$ cat config.mk
export PLATFORM = sky130hd
export DESIGN_NAME = adder_pipe_full
export DESIGN_NICKNAME = d
export VERILOG_FILES = /design/src/rtl/adder_pipe_full.sv
export SDC_FILE = /design/constraint.sdc
export NUM_CORES = 1
export LEC_CHECK = 0
export BUFFER_PORTS_ARGS = -buffer_cell sky130_fd_sc_hd__buf_2
export CAP_MARGIN = 30
export CELL_PAD_IN_SITES_DETAIL_PLACEMENT = 1
export CELL_PAD_IN_SITES_GLOBAL_PLACEMENT = 1
export CORE_ASPECT_RATIO = 0.5
export CORE_UTILIZATION = 47
export CTS_CLUSTER_SIZE = 12
export DETAILED_ROUTE_END_ITERATION = 8
export PLACE_DENSITY = 0.94
export SYNTH_ARGS = -nofsm -noshare
export SYNTH_HDL_FRONTEND = slang
export SYNTH_SLANG_ARGS = --single-unit
$ cat constraint.sdc
create_clock -name CLK -period 4.5 [get_ports CLK]
set_clock_uncertainty 0.15 [all_clocks]
set_input_delay 1.35 -clock CLK [delete_from_list [all_inputs] [get_ports CLK]]
set_output_delay 1.35 -clock CLK [all_outputs]
set_load 0.01 [all_outputs]
$ cat src/rtl/adder_pipe_full.sv
// adder_pipe_full: pipelined N-bit ripple adder/subtractor with a valid/ready
// handshake. The operands are split into STAGES chunks of CW = WIDTH/STAGES
// bits. Stage k adds chunk k using the carry registered by stage k-1.
// Operand bits that are not yet consumed travel skewed beside the pipeline,
// and finished result chunks travel along with them.
//
// Parameters
//   WIDTH  : operand/result width (default 16)
//   STAGES : pipeline depth and chunk count, 1..WIDTH, WIDTH % STAGES == 0
//
// Ports
//   CLK       in   system clock, rising edge
//   nRST      in   asynchronous active-low reset
//   IN_VALID  in   operand set valid
//   IN_READY  out  operands accepted this cycle (combinational: ~OUT_VALID | OUT_READY)
//   A, B      in   operands, WIDTH bits
//   CIN       in   carry-in, ignored when SUB=1
//   SUB       in   0: A+B+CIN, 1: A-B computed as A + ~B + 1
//   OUT_VALID out  result valid (registered)
//   OUT_READY in   downstream accepts result
//   Q         out  sum/difference modulo 2^WIDTH (registered)
//   OVF       out  signed overflow, only when ADDER_PIPE_OVF_EN is defined (registered)
//   COUT      out  carry-out of the MSB; NOT borrow in subtract mode (registered)
//
// Optional feature macro: ADDER_PIPE_OVF_EN adds the OVF port and its register.

module adder_pipe_full #(
    parameter int unsigned WIDTH  = 16,
    parameter int unsigned STAGES = 4
) (
    input  logic             CLK,
    input  logic             nRST,
    input  logic             IN_VALID,
    output logic             IN_READY,
    input  logic [WIDTH-1:0] A,
    input  logic [WIDTH-1:0] B,
    input  logic             CIN,
    input  logic             SUB,
    output logic             OUT_VALID,
    input  logic             OUT_READY,
    output logic [WIDTH-1:0] Q,
`ifdef ADDER_PIPE_OVF_EN
    output logic             OVF,
`endif
    output logic             COUT
);

    localparam int unsigned CW   = WIDTH / STAGES;
    localparam int unsigned SW   = CW + 1;
    localparam int unsigned LAST = STAGES - 1;

    logic             w_adv;
    logic [WIDTH-1:0] w_bp;
    logic             w_c0;

    // Whole pipeline advances together; a full last stage blocks everything.
    assign w_adv    = ~OUT_VALID | OUT_READY;
    assign IN_READY = w_adv;

    // Subtraction folded into the operand: A + ~B + 1.
    assign w_bp = SUB ? ~B : B;
    assign w_c0 = SUB ? 1'b1 : CIN;

    for (genvar k = 0; k < STAGES; k++) begin : g_stage
        // LO: bit position of this stage's chunk; BW: B' bits still pending here
        localparam int unsigned LO = k * CW;
        localparam int unsigned BW = WIDTH - LO;

        logic [WIDTH-1:0] w_x_src;   // finished chunks below LO, operand A at and above
        logic [BW-1:0]    w_b_src;   // B' chunks at and above LO
        logic             w_c_src;
        logic             w_v_src;
        logic [SW-1:0]    w_sum;
        logic [WIDTH-1:0] w_x_nxt;

        logic [WIDTH-1:0] r_x;
        logic             r_c;
        logic             r_valid;

        if (k == 0) begin : g_head
            assign w_x_src = A;
            assign w_b_src = w_bp;
            assign w_c_src = w_c0;
            assign w_v_src = IN_VALID;
        end else begin : g_tail
            assign w_x_src = g_stage[k-1].r_x;
            assign w_b_src = g_stage[k-1].g_skew.r_b;
            assign w_c_src = g_stage[k-1].r_c;
            assign w_v_src = g_stage[k-1].r_valid;
        end

        // Chunk add; the chunk of A is replaced in place by its sum.
        always_comb begin
            w_sum = SW'(w_x_src[LO +: CW]) + SW'(w_b_src[CW-1:0]) + SW'(w_c_src);
            w_x_nxt = w_x_src;
            w_x_nxt[LO +: CW] = w_sum[CW-1:0];
        end

        // Stage register: valid, carry and the merged result/operand word.
        always_ff @(posedge CLK or negedge nRST) begin
            if (!nRST) begin
                r_valid <= 1'b0;
                r_c     <= 1'b0;
                r_x     <= '0;
            end else if (w_adv) begin
                r_valid <= w_v_src;
                r_c     <= w_sum[CW];
                r_x     <= w_x_nxt;
            end
        end

        // Skewed B' chunks still needed by later stages.
        if (k < LAST) begin : g_skew
            logic [BW-CW-1:0] r_b;

            always_ff @(posedge CLK or negedge nRST) begin
                if (!nRST) begin
                    r_b <= '0;
                end else if (w_adv) begin
                    r_b <= w_b_src[BW-1:CW];
                end
            end
        end

`ifdef ADDER_PIPE_OVF_EN
        // Signed overflow: carry into the MSB (a^b^s at the MSB) XOR carry out.
        if (k == LAST) begin : g_ovf
            logic w_cmsb;
            logic r_ovf;

            assign w_cmsb = w_x_src[WIDTH-1] ^ w_b_src[CW-1] ^ w_sum[CW-1];

            always_ff @(posedge CLK or negedge nRST) begin
                if (!nRST) begin
                    r_ovf <= 1'b0;
                end else if (w_adv) begin
                    r_ovf <= w_cmsb ^ w_sum[CW];
                end
            end
        end
`endif
    end

    // Outputs come straight from the last stage registers.
    assign OUT_VALID = g_stage[LAST].r_valid;
    assign Q         = g_stage[LAST].r_x;
    assign COUT      = g_stage[LAST].r_c;
`ifdef ADDER_PIPE_OVF_EN
    assign OVF       = g_stage[LAST].g_ovf.r_ovf;
`endif

endmodule

# ---- Word-level counts from Yosys, hierarchy flattened
# Cells that the tools add are included.
dict set report word_totals {
  ff_bits 96
  inputBits 38
  output_inout_bits 19
  wordCells 28
}
dict set report op_classes {
  addsub 8
  n_mux 2
  bitwise_logic 3
}
# operator count
set ops {}
lappend ops {{adder 4 x 4 -> 5 bit} 4}
lappend ops {{adder 5 x 1 -> 5 bit} 4}
lappend ops {{two-way mux 16 bit} 1}
lappend ops {{NOT 16 bit} 1}
lappend ops {{two-way mux 1 bit} 1}
lappend ops {{NOT 1 bit} 1}
lappend ops {{OR 1 bit} 1}

# ---- Depth between registers and ports, before layout
# Gate-level depths: netlist of the first run.
dict set report depth {
  word_depth 4
  ltp_mapped 8
  depth_no_buf 6
}

# ---- Worst setup path before layout of the first run
# Ideal clock, no wire load.
dict set report synth_timing {
  path_kind {input port to flip-flop}
  startpoint {in SUB}
  endpoint {reg g_stage[0].r_c}
  setup_time_ns 0.127
  t_arrival_ns 3.189
  required_ns 4.223
  setup_slack_ns 1.034
  path_stages 8
  n_path_buf 2
  cell_sequence {buf_4 buf_6 or2_2 fa_1 fa_1 a21o_1 a211oi_1 a21oi_1}
}
dict set report synth_between {
  elab_chain_cells 3
  elab_cells_between_ends 4
  cone_classes {2 x add/sub; 2 x mux}
}
# item line_no
set synth_lines {}
lappend synth_lines {{from (decl)} 38} ;# input logic SUB,
lappend synth_lines {{two-way mux 16 bit} 61} ;# assign w_bp = SUB ? ~B : B;
lappend synth_lines {{adder 4 x 4 -> 5 bit} 94} ;# w_sum = SW'(w_x_src[LO +: CW]) + SW'(w_b_src[CW-1:0]) + SW'(w_c_src);
lappend synth_lines {{adder 5 x 1 -> 5 bit *} 94}
lappend synth_lines {{to (signal assigned)} 107} ;# r_c <= w_sum[CW];
lappend synth_lines {{to (decl)} 77} ;# logic r_c;
# Every way passes the cells marked *; elsewhere a longest branch is shown, timed or not.
# A chain may end at the register's enable or synchronous reset.

# ---- Final worst setup path of the first run
dict set report layout_timing {
  startpoint {in OUT_READY}
  endpoint {out IN_READY}
}
dict set report layout_between {
  elab_chain_cells 1
}
# item line_no
set layout_lines {}
lappend layout_lines {{from (decl)} 40} ;# input logic OUT_READY,
lappend layout_lines {{OR 1 bit} 57} ;# assign w_adv = ~OUT_VALID | OUT_READY;
lappend layout_lines {{to (decl)} 34} ;# output logic IN_READY,
# No other way between the ends.

==> impl_metrics.toml, run 1 <==
[power]
p_per_area_mw_per_mm2 = 706
vdd_drop_max_mv = 0.301
p_leak_nw = 2.56
comb_power_share_pct = 33.6
seqPwrFrac_pct = 43.1
netSwitchingFraction_pct = 36.2
p_int_w = 0.00219
pwr-share-clk_pct = 23.3
p_sw_w = 0.00124

[routing]
wire_per_inst_um = 15.3
drt_wl_total_um = 9380
drt_iter0_drc = 198
dr.pass1.iters = 4
vias = 3076
viasPerCell = 5.01
post-route-drc-count = 0
antenna_left = 0

[final_layout]
area_growth_syn_to_layout_pct = 15.4
drive_gt1_share_pct = 15.7
antenna_cells = 0
nNetsFinal = 555
stdcell_count = 614

[placement]
place_hpwl_um = 6170
routabilityCongestion = 0.757
dp.cells = 598
port_buffers = 56

[global_route]
grt_pass1_wl_um = 16000
grtUsageTotal_pct = 23.1
grt_overflow = 0
grt_start_max_net_pins = 103
first_global_vias = 3212
antenna_found_initial = 0

[synth]
synth_cell_types = 25
synth.yosys.seq_area_share_pct = 57.0
synthesis.instances = 448
syn_avg_cell_area_um2 = 9.41
ys_ff_latch = 96
synth_edf_count = 0
synth_flop_cell = "dfrtp_1"
async_flop_share_pct = 100
ys_warn_count = 0
synth.net_count = 506
syn_area_mm2 = 0.00421

[cts]
htreeDepth = 3
clock_sinks = 96
cts_resized = 0
clockRootBuffer = "clkbuf_16"
hold_buffers = 0
cts_made_buffers = 9
cts_tree = "yes"
clkTransAtPathRegs_ns = 0.06
clk_latency_ns = 0.35
postCtsSetupBuffers = 0
cts_max_path_buffers = 2

[setup_path]
arrival_ns = 1.84
start_kind = "input pin"
crit_slowest_cell = "buf_2"
cp_top_family = "buffers and inverters"
crit_chain = "buf_2 -> nor2b_4 -> clkinv_2 -> buf_2"
max_stage_delay_ns = 0.15
worstPathBufferInverterCount = 3
cp.required_ns = 3.00
critPathCaptureType = "output pin"
cp_common_cell = "buf_2"
crit_type = "input pin to output pin"
cp_max_fo = 2

[flow_run]
max_cap_violations = 0

[timing]
finalSetupViolCount = 0
clock.fmax_ghz = 0.300
final_hold_viol_count = 0
worst_pin_slew_ns = 0.960
grt_setup_unrepaired = "false"
fin_setup_tns_ns = 0
slew_viol_final = 0
relSlewSlack_pct = 36.0
period_share_pct = 74.2
layout_min_cycle_time_ns = 3.34

[die]
die_area_mm2 = 0.00937
num_rows = 23
die_y_um = 69.0
start_util_pct = 50.5
ios = 57
core_mm2 = 0.00835
die_w_um = 136

[min_path]
hold_path_class = "flip-flop to flip-flop"

[outcome]
status = "completed"
-- stage by stage --
step | hold WS, ns | total power (W) | setup WS [ns] | util, % | cell area, um2
2_1_floorplan | 0.280 | 0.00224 | 1.03 | - | 4210
3_3_place_gp | 0.293 | 0.00252 | 0.954 | 54.5 | 4550
3_5_place_dp | 0.302 | 0.00263 | 0.877 | 54.5 | 4550
4_1_cts | 0.316 | 0.00347 | 1.15 | 58.3 | 4860
5_1_grt | 0.338 | 0.00371 | 1.13 | 58.3 | 4860
6_report | 0.311 | 0.00343 | 1.16 | 58.3 | 4860
-- worst reg2reg max path, cell delays in order (launching register included) --
cell	delay (ns)
dfrtp_1	0.42
fa_1	0.46
fa_1	0.42
a21o_1	0.17
a21oi_1	0.14
a21oi_1	0.09
-- cells in the mapped netlist (2+ instances only) --
cell,number,area share [%]
nand2_1,216,19
dfrtp_1,96,57
o21ai_0,26,3.1
ha_1,12,3.6
xnor2_1,12,2.5
a21oi_1,11,1.3
buf_2,10,1.2
inv_1,10,0.89
xor2_1,9,1.9
fa_1,8,3.8
nor2_1,8,0.71
clkbuf_1,6,0.53
a21o_1,5,0.89
buf_4,5,0.89
nor2b_1,3,0.45
o21a_1,2,0.36
-- power by group through the flow --
| stage | logic, W | clock network, W | registers, W |
|---|---|---|---|
| 6_report | 0.00115 | 0.000801 | 0.00148 |
| 5_1_grt | 0.00133 | 0.000852 | 0.00153 |
| 4_1_cts | 0.00117 | 0.000817 | 0.00148 |
| 3_5_place_dp | 0.00114 | 0 | 0.00149 |
| 3_3_place_gp | 0.00106 | 0 | 0.00146 |
| 2_1_floorplan | 0.000777 | 0 | 0.00146 |
-- registers in the layout, indices dropped and copies added (netlist names) --
register / cells
g_stage.r_c: 3
g_stage.r_x: 48
Q: 16
g_stage.r_valid: 3
COUT: 1
OUT_VALID: 1
g_stage.g_skew.r_b: 24
-- path summary, 6_finish.rpt --
path / start / to / slack, ns / cells past startpoint
max: OUT_READY / IN_READY / 1.16 / 4
min: Q[1] / Q[1] / 0.31 / 2
max reg2reg: g_stage[1].r_c / g_stage[2].r_c / 2.50 / 5
min reg2reg: Q[1] / Q[1] / 0.31 / 2
max in group asynchronous: nRST / Q[11] / 2.50 / 2
min in group asynchronous: nRST / g_stage[0].r_valid / 0.93 / 1
-- final cells by class --
type	instances	area (um2)
Fill cell	978	3480
Sequential cell	96	2400
Multi-Input combinational cell	319	1650
Timing Repair Buffer	60	313
Clock buffer	14	284
Tap cell	112	140
Inverter	11	42.5
Clock inverter	2	35.0
-- logic make-up (layout without fill, tap and decap cells) --
family	Yosys count	in the layout	synth area share (%)
and+or+nand+nor	231	231	21.1
DFF	96	96	57.0
AOI/OAI and AO/OA	47	47	6.23
buffers and inverters	33	87	3.89
xor gates and xnor gates	21	21	4.36
adders and majority gates	20	20	7.36
-- layout by cell type (no fill, tap or decap) --
cell type and count:
clkbuf_16 9, dfrtp_1 96, nand2_1 216, nor2b_1 3
a211oi_1 1, o21ai_1 1, bufinv_16 1, xnor2_1 12
nor3_1 1, nor2_1 8, clkinv_2 2, buf_4 5
clkbuf_1 1, fa_1 8, o21a_1 2, nand2b_1 1
o31ai_2 1, buf_2 55, inv_1 10, or2_2 1
o21ai_0 26, a21o_1 5, clkbuf_8 4, xor2_1 9
a21oi_1 11, nor2b_4 1, ha_1 12
-- routing by layer --
metal	vias to the layer above	global-route usage [%]	wire (um)
met4	0	8.19	177
li1	1490	-	-
met1	1507	30.4	4370
met2	65	37.7	4360
met5	-	0	0
met3	14	6.14	467
Note: power is estimated with default switching activity, not from simulation.
==> run 2: changes to the inputs <==
--- a/config.mk
+++ b/config.mk
@@ -5,15 +5,16 @@
 export SDC_FILE = /design/constraint.sdc
 export NUM_CORES = 1
 export LEC_CHECK = 0
+export ABC_AREA = 1
 export BUFFER_PORTS_ARGS = -buffer_cell sky130_fd_sc_hd__buf_2
 export CAP_MARGIN = 30
 export CELL_PAD_IN_SITES_DETAIL_PLACEMENT = 1
 export CELL_PAD_IN_SITES_GLOBAL_PLACEMENT = 1
 export CORE_ASPECT_RATIO = 0.5
-export CORE_UTILIZATION = 47
+export CORE_UTILIZATION = 44
 export CTS_CLUSTER_SIZE = 12
 export DETAILED_ROUTE_END_ITERATION = 8
-export PLACE_DENSITY = 0.94
+export PLACE_DENSITY = 0.9
 export SYNTH_ARGS = -nofsm -noshare
 export SYNTH_HDL_FRONTEND = slang
 export SYNTH_SLANG_ARGS = --single-unit
==> constraint.sdc (replaced) <==
create_clock -name CLK -period 3.4 [get_ports CLK]
set_clock_uncertainty 0.15 [all_clocks]
set_input_delay 1.02 -clock CLK [delete_from_list [all_inputs] [get_ports CLK]]
set_output_delay 1.02 -clock CLK [all_outputs]
set_load 0.01 [all_outputs]
==> run 2 against run 1 <==
Area after synthesis grew 1.3%. Final cell count is 6.4% higher. Hold slack got worse by 0.012 ns. Core utilization fell by 4.3 points. Worst setup slack worse by 0.40 ns. Largest power group unchanged. Highest routed layer unchanged.
==> impl_metrics.toml, run 2 <==
[timing]
final_hold_viol_count = 0
layout_min_cycle_time_ns = 2.64
worst_pin_slew_ns = 1.03
clock.fmax_ghz = 0.379
period_share_pct = 77.5
hold_slack_ns = 0.299
relSlewSlack_pct = 31.2
worst_slack_ns = 0.764
grt_setup_unrepaired = "false"
fin_setup_tns_ns = 0
slew_viol_final = 0
finalSetupViolCount = 0

[routing]
viasPerCell = 4.97
drt_iter0_drc = 221
drt_wl_total_um = 10300
dr.pass1.iters = 4
wire_per_inst_um = 15.7
antenna_left = 0
vias = 3244
post-route-drc-count = 0

[synth]
synthesis.instances = 472
syn_avg_cell_area_um2 = 9.05
synth.net_count = 530
async_flop_share_pct = 100
yosys.area.top_type = "dfrtp_1"
yosys-top-cells-count = "nand2_1 (219), dfrtp_1 (96), o21ai_0 (33)"
netlist_top_cells_area = "dfrtp_1 (56%), nand2_1 (19%), o21ai_0 (3.9%)"
synth.yosys.seq_area_share_pct = 56.3
ys_ff_latch = 96
synth_top_cell_area_share_pct = 56.3
synth_cell_types = 20
ys_warn_count = 0
syn_area_mm2 = 0.00427
synth_flop_cell = "dfrtp_1"
synth.most_common_cell = "nand2_1"
synth_edf_count = 0

[cts]
cts_tree = "yes"
clk_latency_ns = 0.34
cts_max_path_buffers = 2
hold_buffers = 0
clock_sinks = 96
cts_resized = 0
htreeDepth = 3
clockRootBuffer = "clkbuf_16"
cts_made_buffers = 9
clkTransAtPathRegs_ns = 0.06
postCtsSetupBuffers = 0

[placement]
place_hpwl_um = 6690
dp_slack_ns = 0.436
port_buffers = 56
routabilityCongestion = 0.778

[final_layout]
drive_gt1_share_pct = 14.7
nFillCells = 1068
antenna_cells = 0
final_common_cell = "nand2_1"
register_area_mm2 = 0.00240
area_growth_syn_to_layout_pct = 14.7
utilization_pct = 54.0
largest_reg_flops = 48
nNetsFinal = 579
largest_register = "g_stage.r_x"
layout_common_cells = "nand2_1 (219), dfrtp_1 (96), buf_2 (55)"
multiInputGateArea_mm2 = 0.00162

[setup_path]
cp_common_cell = "buf_2"
crit_slowest_cell = "nor2_4"
critPathCaptureType = "output pin"
r2r.worst_path.cells = 6
cp.required_ns = 2.23
crit_chain = "buf_2 -> nor2_4 -> inv_2 -> buf_2"
max_stage_delay_ns = 0.15
arrival_ns = 1.47
cp_max_fo = 2
crit_type = "input pin to output pin"
start_kind = "input pin"

[min_path]
hold_depth = 2
hold_path_class = "flip-flop to flip-flop"

[global_route]
antenna_found_initial = 0
grt_overflow = 0
grt_pass1_wl_um = 17400
first_global_vias = 3543
grt_start_max_net_pins = 110
grtUsageTotal_pct = 22.7

[die]
core_mm2 = 0.00907
ios = 57
die_area_mm2 = 0.0101
num_rows = 24
die_w_um = 141
die_y_um = 71.7
start_util_pct = 47.1

[power]
vdd_drop_max_mv = 0.318
total_power_w = 0.00451
p_leak_nw = 2.59
p_per_area_mw_per_mm2 = 920

[outcome]
status = "completed"

[flow_run]
max_cap_violations = 0
## run 2: final cells by class
cell class | instances | area share [%]
Clock buffer | 9 | 4.60
Clock inverter | 4 | 0.996
Inverter | 28 | 2.15
Multi-Input combinational cell | 325 | 33.1
Sequential cell | 96 | 49.0
Tap cell | 130 | 3.32
Timing Repair Buffer | 61 | 6.79
## run 2: metrics by stage
stage / area (um2) / instances
finish: 4900 / 653
global route: 4900 / 653
CTS: 4900 / 653
detailed placement: 4620 / 640
global placement: 4620 / 640
floorplan: 4270 / 472
## run 2: cell families (layout without fill, tap and decap cells)
logic type      Yosys count  in the layout  share of synthesized area [%]
fa+ha+maj                20             20                           7.27
flops                    96             96                           56.3
simple gates            244            244                           21.9
xor+xnor                 16             16                           3.28
buf+inv                  51            102                           5.89
compound gates           45             45                           5.39
## run 2: layer usage
layer / wire, um / global-route usage (%) / share of wire [%]
met5: 0 / 0 / 0
met4: 216 / 7.61 / 2.1
met2: 4880 / 38.1 / 48
met1: 4740 / 29.2 / 46
met3: 411 / 5.68 / 4.0
## run 2: worst paths after layout
| path | startpoint | slack, ns | endpoint |
|---|---|---|---|
| worst max-delay path | OUT_READY | 0.76 | IN_READY |
| worst min-delay path | g_stage[2].r_valid | 0.30 | OUT_VALID |
| worst max register to register | OUT_VALID | 1.38 | g_stage[0].r_x[2] |
| worst min register to register | g_stage[2].r_valid | 0.30 | OUT_VALID |
| max in group asynchronous | nRST | 1.96 | Q[7] |
| min in group asynchronous | nRST | 0.42 | g_stage[1].r_valid |
## run 2: power by group
part           total, W  internal [W]  switching [W]
Combinational   0.00158      0.000576        0.00100
Sequential      0.00197       0.00165       0.000314
Clock          0.000961      0.000556       0.000405
Total           0.00451       0.00278        0.00172
## run 2: worst max-delay path: cells and delay by family
kind          cells  cell delay [ns]
buf+inv           3             0.30
simple gates      1             0.15
